$ cat config.mk
export PLATFORM = sky130hd
export DESIGN_NAME = serial_frame_receiver_flat
export DESIGN_NICKNAME = d
export VERILOG_FILES = /design/src/rtl/serial_frame_receiver_pkg.sv /design/src/rtl/serial_frame_receiver_if.sv /design/src/rtl/serial_frame_receiver_capture_ram.sv /design/src/rtl/serial_frame_receiver.sv /design/src/flat_wrapper.sv
export SDC_FILE = /design/constraint.sdc
export NUM_CORES = 1
export LEC_CHECK = 0
export CAP_MARGIN = 20
export CORE_MARGIN = 2
export CORE_UTILIZATION = 30
export DETAILED_ROUTE_END_ITERATION = 8
export GPL_TIMING_DRIVEN = 0
export PLACE_DENSITY = 0.44
export SLEW_MARGIN = 15
export SYNTH_ARGS = -nofsm -noshare
export SYNTH_HDL_FRONTEND = slang
export SYNTH_HIERARCHICAL = 1
export SYNTH_SLANG_ARGS = --single-unit
export TNS_END_PERCENT = 5
$ cat constraint.sdc
create_clock -name sysclk -period 6.6 [get_ports sysclk]
set_input_delay 0.66 -clock sysclk [delete_from_list [all_inputs] [get_ports sysclk]]
set_output_delay 0.66 -clock sysclk [all_outputs]
set_load 0.03 [all_outputs]
$ cat src/rtl/serial_frame_receiver_pkg.sv
// rtl/serial_frame_receiver_pkg.sv - shared frame geometry and receiver state type
package serial_frame_receiver_pkg;

    localparam int BYTE_W = 8;
    localparam int DEPTH  = 16;
    localparam int ADDR_W = 4;

    typedef enum logic {
        IDLE  = 1'b0,
        SHIFT = 1'b1
    } rx_state_e;

endpackage

$ cat src/rtl/serial_frame_receiver_if.sv
// rtl/serial_frame_receiver_if.sv - serial input stream and per-byte report bundle
interface serial_frame_receiver_if #(
    parameter int BYTE_W = serial_frame_receiver_pkg::BYTE_W,
    parameter int ADDR_W = serial_frame_receiver_pkg::ADDR_W
);

    logic              din;
    logic              din_valid;
    logic              frame_start;
    logic [BYTE_W-1:0] byte_out;
    logic              byte_valid;
    logic [ADDR_W-1:0] byte_addr;
    logic              frame_done;

    modport master (
        output din, din_valid, frame_start,
        input  byte_out, byte_valid, byte_addr, frame_done
    );

    modport slave (
        input  din, din_valid, frame_start,
        output byte_out, byte_valid, byte_addr, frame_done
    );

endinterface

$ cat src/rtl/serial_frame_receiver_capture_ram.sv
// rtl/serial_frame_receiver_capture_ram.sv - DEPTH x BYTE_W capture array, one write port, registered read
module capture_ram #(
    parameter int BYTE_W = serial_frame_receiver_pkg::BYTE_W,
    parameter int DEPTH  = serial_frame_receiver_pkg::DEPTH,
    parameter int ADDR_W = serial_frame_receiver_pkg::ADDR_W
) (
    input  logic              sysclk,
    input  logic              rst_n,
    input  logic              wr_en,
    input  logic [ADDR_W-1:0] wr_addr,
    input  logic [BYTE_W-1:0] wr_data,
    input  logic [ADDR_W-1:0] rd_addr,
    output logic [BYTE_W-1:0] rd_data
);

    // Contents are deliberately not reset so a captured frame survives a reset.
    logic [BYTE_W-1:0] mem [DEPTH];
    logic [BYTE_W-1:0] rd_data_d;
    logic [BYTE_W-1:0] rd_data_q;

    always_comb begin
        rd_data_d = mem[rd_addr];
    end

    always_ff @(posedge sysclk) begin
        if (wr_en) begin
            mem[wr_addr] <= wr_data;
        end
    end

    always_ff @(posedge sysclk or negedge rst_n) begin
        if (!rst_n) begin
            rd_data_q <= '0;
        end else begin
            rd_data_q <= rd_data_d;
        end
    end

    assign rd_data = rd_data_q;

endmodule

$ cat src/rtl/serial_frame_receiver.sv
// rtl/serial_frame_receiver.sv - MSB-first serial deframer capturing one frame of bytes into a local buffer
module serial_frame_receiver #(
    parameter int BYTE_W = serial_frame_receiver_pkg::BYTE_W,
    parameter int DEPTH  = serial_frame_receiver_pkg::DEPTH,
    parameter int ADDR_W = serial_frame_receiver_pkg::ADDR_W
) (
    input  logic                          sysclk,
    input  logic                          rst_n,
    serial_frame_receiver_if.slave        bus,
    output logic                          busy,
    output logic                          sync_err,
    input  logic                          clear_err,
    input  logic [ADDR_W-1:0]             rd_addr,
    output logic [BYTE_W-1:0]             rd_data
);

    import serial_frame_receiver_pkg::*;

    localparam int                BC_W      = $clog2(BYTE_W);
    localparam logic [BC_W-1:0]   LAST_BIT  = BC_W'(BYTE_W - 1);
    localparam logic [ADDR_W-1:0] LAST_BYTE = ADDR_W'(DEPTH - 1);

    rx_state_e         state_q,      state_d;
    logic [BYTE_W-2:0] shreg_q,      shreg_d;
    logic [BC_W-1:0]   bit_cnt_q,    bit_cnt_d;
    logic [ADDR_W-1:0] byte_cnt_q,   byte_cnt_d;
    logic [BYTE_W-1:0] byte_out_q,   byte_out_d;
    logic [ADDR_W-1:0] byte_addr_q,  byte_addr_d;
    logic              byte_valid_q, byte_valid_d;
    logic              frame_done_q, frame_done_d;
    logic              busy_q,       busy_d;
    logic              sync_err_q,   sync_err_d;

    logic              wr_en;
    logic [BYTE_W-1:0] wr_data;
    logic              err_set;

    always_comb begin
        state_d      = state_q;
        shreg_d      = shreg_q;
        bit_cnt_d    = bit_cnt_q;
        byte_cnt_d   = byte_cnt_q;
        byte_out_d   = byte_out_q;
        byte_addr_d  = byte_addr_q;
        byte_valid_d = 1'b0;
        frame_done_d = 1'b0;
        busy_d       = busy_q;
        wr_en        = 1'b0;
        wr_data      = {shreg_q, bus.din};
        err_set      = 1'b0;

        if (bus.din_valid) begin
            // A start bit always resynchronises, even on what would have completed a byte.
            if (bus.frame_start) begin
                shreg_d    = {{(BYTE_W-2){1'b0}}, bus.din};
                bit_cnt_d  = BC_W'(1);
                byte_cnt_d = '0;
                state_d    = SHIFT;
                busy_d     = 1'b1;
                err_set    = (state_q == SHIFT);
            end else if (state_q == SHIFT) begin
                shreg_d = wr_data[BYTE_W-2:0];
                if (bit_cnt_q == LAST_BIT) begin
                    wr_en        = 1'b1;
                    byte_out_d   = wr_data;
                    byte_addr_d  = byte_cnt_q;
                    byte_valid_d = 1'b1;
                    bit_cnt_d    = '0;
                    byte_cnt_d   = byte_cnt_q + ADDR_W'(1);
                    if (byte_cnt_q == LAST_BYTE) begin
                        frame_done_d = 1'b1;
                        state_d      = IDLE;
                        busy_d       = 1'b0;
                    end
                end else begin
                    bit_cnt_d = bit_cnt_q + BC_W'(1);
                end
            end
        end

        sync_err_d = err_set ? 1'b1 : (clear_err ? 1'b0 : sync_err_q);
    end

    always_ff @(posedge sysclk or negedge rst_n) begin
        if (!rst_n) begin
            state_q      <= IDLE;
            shreg_q      <= '0;
            bit_cnt_q    <= '0;
            byte_cnt_q   <= '0;
            byte_out_q   <= '0;
            byte_addr_q  <= '0;
            byte_valid_q <= 1'b0;
            frame_done_q <= 1'b0;
            busy_q       <= 1'b0;
            sync_err_q   <= 1'b0;
        end else begin
            state_q      <= state_d;
            shreg_q      <= shreg_d;
            bit_cnt_q    <= bit_cnt_d;
            byte_cnt_q   <= byte_cnt_d;
            byte_out_q   <= byte_out_d;
            byte_addr_q  <= byte_addr_d;
            byte_valid_q <= byte_valid_d;
            frame_done_q <= frame_done_d;
            busy_q       <= busy_d;
            sync_err_q   <= sync_err_d;
        end
    end

    capture_ram #(
        .BYTE_W (BYTE_W),
        .DEPTH  (DEPTH),
        .ADDR_W (ADDR_W)
    ) u_capture_ram (
        .sysclk  (sysclk),
        .rst_n   (rst_n),
        .wr_en   (wr_en),
        .wr_addr (byte_cnt_q),
        .wr_data (wr_data),
        .rd_addr (rd_addr),
        .rd_data (rd_data)
    );

    assign bus.byte_out   = byte_out_q;
    assign bus.byte_valid = byte_valid_q;
    assign bus.byte_addr  = byte_addr_q;
    assign bus.frame_done = frame_done_q;
    assign busy           = busy_q;
    assign sync_err       = sync_err_q;

endmodule

$ cat src/flat_wrapper.sv
// flat-port wrapper written by rule: the top's interface ports become plain ports
module serial_frame_receiver_flat import serial_frame_receiver_pkg::*;
#(
    parameter int BYTE_W = serial_frame_receiver_pkg::BYTE_W,
    parameter int DEPTH  = serial_frame_receiver_pkg::DEPTH,
    parameter int ADDR_W = serial_frame_receiver_pkg::ADDR_W
)
  (sysclk, rst_n, busy, sync_err, clear_err, rd_addr, rd_data, bus_din, bus_din_valid, bus_frame_start, bus_byte_out, bus_byte_valid, bus_byte_addr, bus_frame_done);
  serial_frame_receiver_if #(.BYTE_W(BYTE_W), .ADDR_W(ADDR_W)) bus_i ();
  input  logic sysclk;
  input  logic rst_n;
  output logic busy;
  output logic sync_err;
  input  logic clear_err;
  input  logic [ADDR_W-1:0] rd_addr;
  output logic [BYTE_W-1:0] rd_data;
  input wire logic [$bits(bus_i.din)-1:0] bus_din;
  input wire logic [$bits(bus_i.din_valid)-1:0] bus_din_valid;
  input wire logic [$bits(bus_i.frame_start)-1:0] bus_frame_start;
  output wire logic [$bits(bus_i.byte_out)-1:0] bus_byte_out;
  output wire logic [$bits(bus_i.byte_valid)-1:0] bus_byte_valid;
  output wire logic [$bits(bus_i.byte_addr)-1:0] bus_byte_addr;
  output wire logic [$bits(bus_i.frame_done)-1:0] bus_frame_done;
  assign bus_i.din = bus_din;
  assign bus_i.din_valid = bus_din_valid;
  assign bus_i.frame_start = bus_frame_start;
  assign bus_byte_out = bus_i.byte_out;
  assign bus_byte_valid = bus_i.byte_valid;
  assign bus_byte_addr = bus_i.byte_addr;
  assign bus_frame_done = bus_i.frame_done;
  serial_frame_receiver #(.BYTE_W(BYTE_W), .DEPTH(DEPTH), .ADDR_W(ADDR_W)) u_core (.sysclk(sysclk), .rst_n(rst_n), .bus(bus_i), .busy(busy), .sync_err(sync_err), .clear_err(clear_err), .rd_addr(rd_addr), .rd_data(rd_data));
endmodule
==> summary.md <==
| Metric | Value |
|---|---|
| Outcome | `finished, final reports clean` |
| FF+latch area | `between 4000 and 5000 um2` |
| Synth top cells by count | `128 x edfxtp_1, 39 x dfrtp_1, 18 x mux4_2` |
| DRC viols | `0` |
| Critical Path RT | `6.63 ns` |
| Routability cong. | `0.7425` |
| Cts bufs inserted | `17` |
| Dominant cells by area after synthesis | `edfxtp_1 58%, dfrtp_1 15%, mux4_2 6.1%, mux4_1 5.6%, a22oi_1 1.9%` |
| Cell area after layout | `7930 um2` |
| Syn_area_per_cell | `18.98 um2` |
| Synth cell types | `33` |
| Max-slew violation count | `0` |
| Die W | `~150 um` |
| Vias in the first global route | `3504` |
| Hold_buf cts | `0` |
| Die Ht | `152.4 um` |
| Setup TNS Final | `0 ns` |
| Sequential-to-total area share from yosys stat | `72.95%` |
| Initial antenna violation count | `0` |
| Yosys reg bits | `167` |
| Slew margin rel. | `between 30% and 40%` |
| Setup violators final | `0` |
| Worst Hold Class | `in2async` |
| Routed WL | `14330 um` |
| R2R Setup Slk | `3.72 ns` |
| Number of fillers in the final layout | `2003` |
| Worst clock skew | `0.01870 ns` |
| Setup CP Type | `in2reg` |
| Vias per Instance | `around 4.8` |
| Leakage | `approximately 2.8 nW` |
| Startpoint Class | `primary input` |
| Clk sinks | `about 170` |
| FP Rows | `54` |
| Hold Vio Cnt, Final | `0` |
| Core area | `21690 um2` |
| Dpl cell area | `7317 um2` |
| Ports | `34` |
| CTS resizes | `0` |
| Worst skew pair latency | `0.42 ns` |
| Area grow syn2layout | `20.04%` |
| Root buffer cell | `clkbuf_16` |
| CP Max Fanout | `10` |
| CP Capture Type | `register` |
| Fraction of registers with async set/reset | `23.35%` |
| Least-Margin Pin Slew | `around 0.95 ns` |
| EDFF count, synth | `128` |
| Via count | `3310` |
| Net count after synthesis | `362` |
| CP arrival | `3.06 ns` |
| Unrepaired setup endpoints after global routing | `no` |
| Number of diodes | `0` |
| Commonest register cell after synthesis | `edfxtp_1` |
| Part of the cycle the worst path needs | `45.89%` |
| Area leader, netlist | `edfxtp_1` |
| Cell area after synthesis | `~6600 um2` |
| Critical R2R Launch | `u_core/bit_cnt_q[0]` |
| Antenna viol nets, final | `0` |
| Worst hold slack | `0.1212 ns` |
| Pwr dens | `304.2 nW/um2` |
| Max-cap violations | `0` |
| Footprint of the multi-input gates | `1630 um2` |
| DRT Pass-1 Iters | `4` |
| Largest net degree at the start of global routing | `32` |
| Yosys top cell area share | `roughly three fifths` |
| Setup bufs post-CTS | `0` |
| Grt ovf | `0` |
| Die ar. | `roughly 23000 um2` |
| H-tree levels | `4` |
| Initial DRC Count | `around 180` |
| Clock slew at reported path FFs | `0.06 ns` |
| Worst VDD drop | `0.1724 mV` |
| Max frequency | `330.2 MHz` |
| First-pass GRT wire length | `22200 um` |
| Synthesized netlist cell count | `348` |
| Gr usage total | `13.04%` |
| Initial Util | `between 30% and 40%` |
| IO buf count | `31` |
| Most common cell in the netlist | `edfxtp_1` |
| Ys Warns | `6` |
| CP startpoint | `bus_din_valid` |
| Share of layout cells above drive strength 1 | `20.53%` |
| CTS tree | `yes` |
| Clock buffer depth | `2` |
| HPWL after DPL | `9030 um` |
| Fin nets | `415` |
| Min cycle time layout | `3.029 ns` |
| Drt wl/cell | `20.65 um` |
==> cell families after synthesis <==
family / Yosys count / synth area share [%]
AOI/OAI and AO/OA: 43 / 4.564
adders and majority gates: 4 / 0.7576
buffers and inverters: 31 / 2.670
DFF: 167 / 72.95
muxes: 47 / 14.68
and+or+nand+nor: 56 / 4.375
==> routing by layer <==
metal  part of all wire, %  track usage (%)  vias up
met5                     0                0        -
met4                  0.42            3.471        0
met3                   3.9            3.043        4
met2                    49            20.94       60
met1                    47            17.93     1752
li1                      -                -     1494
==> state kept, by name (all words and copies together), names as in the netlist <==
signal / count
u_core/bit_cnt_q: 3
u_core/shreg_q: 7
u_core/u_capture_ram/rd_data: 8
u_core/bus.byte_out: 8
u_core/busy: 1
u_core/state_q: 1
u_core/bus.frame_done: 1
u_core/byte_cnt_q: 4
u_core/u_capture_ram/mem: 128
u_core/sync_err: 1
u_core/bus.byte_addr: 4
u_core/bus.byte_valid: 1
==> placed cells by master (no fill, tap or decap), types with 2 or more instances in the layout <==
| master | instances |
|---|---|
| a22oi_1 | 17 |
| a2bb2oi_1 | 8 |
| buf_2 | 7 |
| buf_4 | 3 |
| buf_6 | 4 |
| bufinv_16 | 4 |
| clkbuf_1 | 5 |
| clkbuf_16 | 17 |
| clkdlybuf4s25_2 | 3 |
| clkdlybuf4s50_1 | 30 |
| clkinv_2 | 3 |
| clkinv_4 | 3 |
| clkinvlp_4 | 2 |
| dfrtp_1 | 39 |
| edfxtp_1 | 128 |
| ha_1 | 4 |
| inv_1 | 14 |
| mux2_2 | 5 |
| mux2_4 | 8 |
| mux2i_1 | 2 |
| mux4_1 | 14 |
| mux4_2 | 18 |
| nand2_1 | 15 |
| nand2b_1 | 4 |
| nand3_1 | 6 |
| nand3b_1 | 2 |
| nor2_1 | 14 |
| nor2b_1 | 3 |
| nor3_2 | 4 |
| o21ai_0 | 7 |
| o22ai_1 | 11 |
==> stage by stage <==
| stage | setup WS (ns) | util (%) | power, mW | cells |
|---|---|---|---|---|
| 6_report | 3.571 | 36.56 | 2.412 | 694 |
| 5_1_grt | 3.480 | 36.56 | 2.506 | 694 |
| 4_1_cts | 3.541 | 36.56 | 2.443 | 694 |
| 3_5_place_dp | 3.089 | 33.74 | 1.414 | 662 |
| 3_3_place_gp | 2.628 | 33.51 | 1.407 | 659 |
| 2_1_floorplan | 3.874 | - | 1.324 | 348 |
==> power breakdown <==
part	internal (mW)	switching, mW	total (mW)
sequential	1.16	0.0424	1.20
clock	0.631	0.393	1.02
combinational	0.0849	0.0997	0.185
total	1.88	0.535	2.41
==> final timing paths <==
check | end | depth (start not counted)
worst max-delay path | u_core/u_capture_ram/mem[1][3] | 7
worst min-delay path | u_core/u_capture_ram/rd_data[5] | 1
worst max register to register | u_core/u_capture_ram/mem[1][3] | 7
worst min register to register | u_core/bus.byte_addr[2] | 1
max in group asynchronous | u_core/sync_err | 2
min in group sysclk | u_core/bus.byte_addr[2] | 1
==> critical path, stage by stage <==
cell and delay (ns):
clkdlybuf4s50_1 0.51, and2_2 0.19, nand3b_4 0.12, buf_6 0.18, inv_1 0.12, or3b_2 0.53
nor2_1 0.73
==> final cells by class <==
class / count / area share (%)
Sequential cell: 167 / 60.78
Multi-Input combinational cell: 150 / 20.56
Clock buffer: 19 / 5.459
Tap cell: 280 / 4.418
Timing Repair Buffer: 34 / 4.292
Clock inverter: 13 / 2.272
Buffer: 17 / 1.562
Inverter: 14 / 0.6627
(Power assumes the default switching activity.)
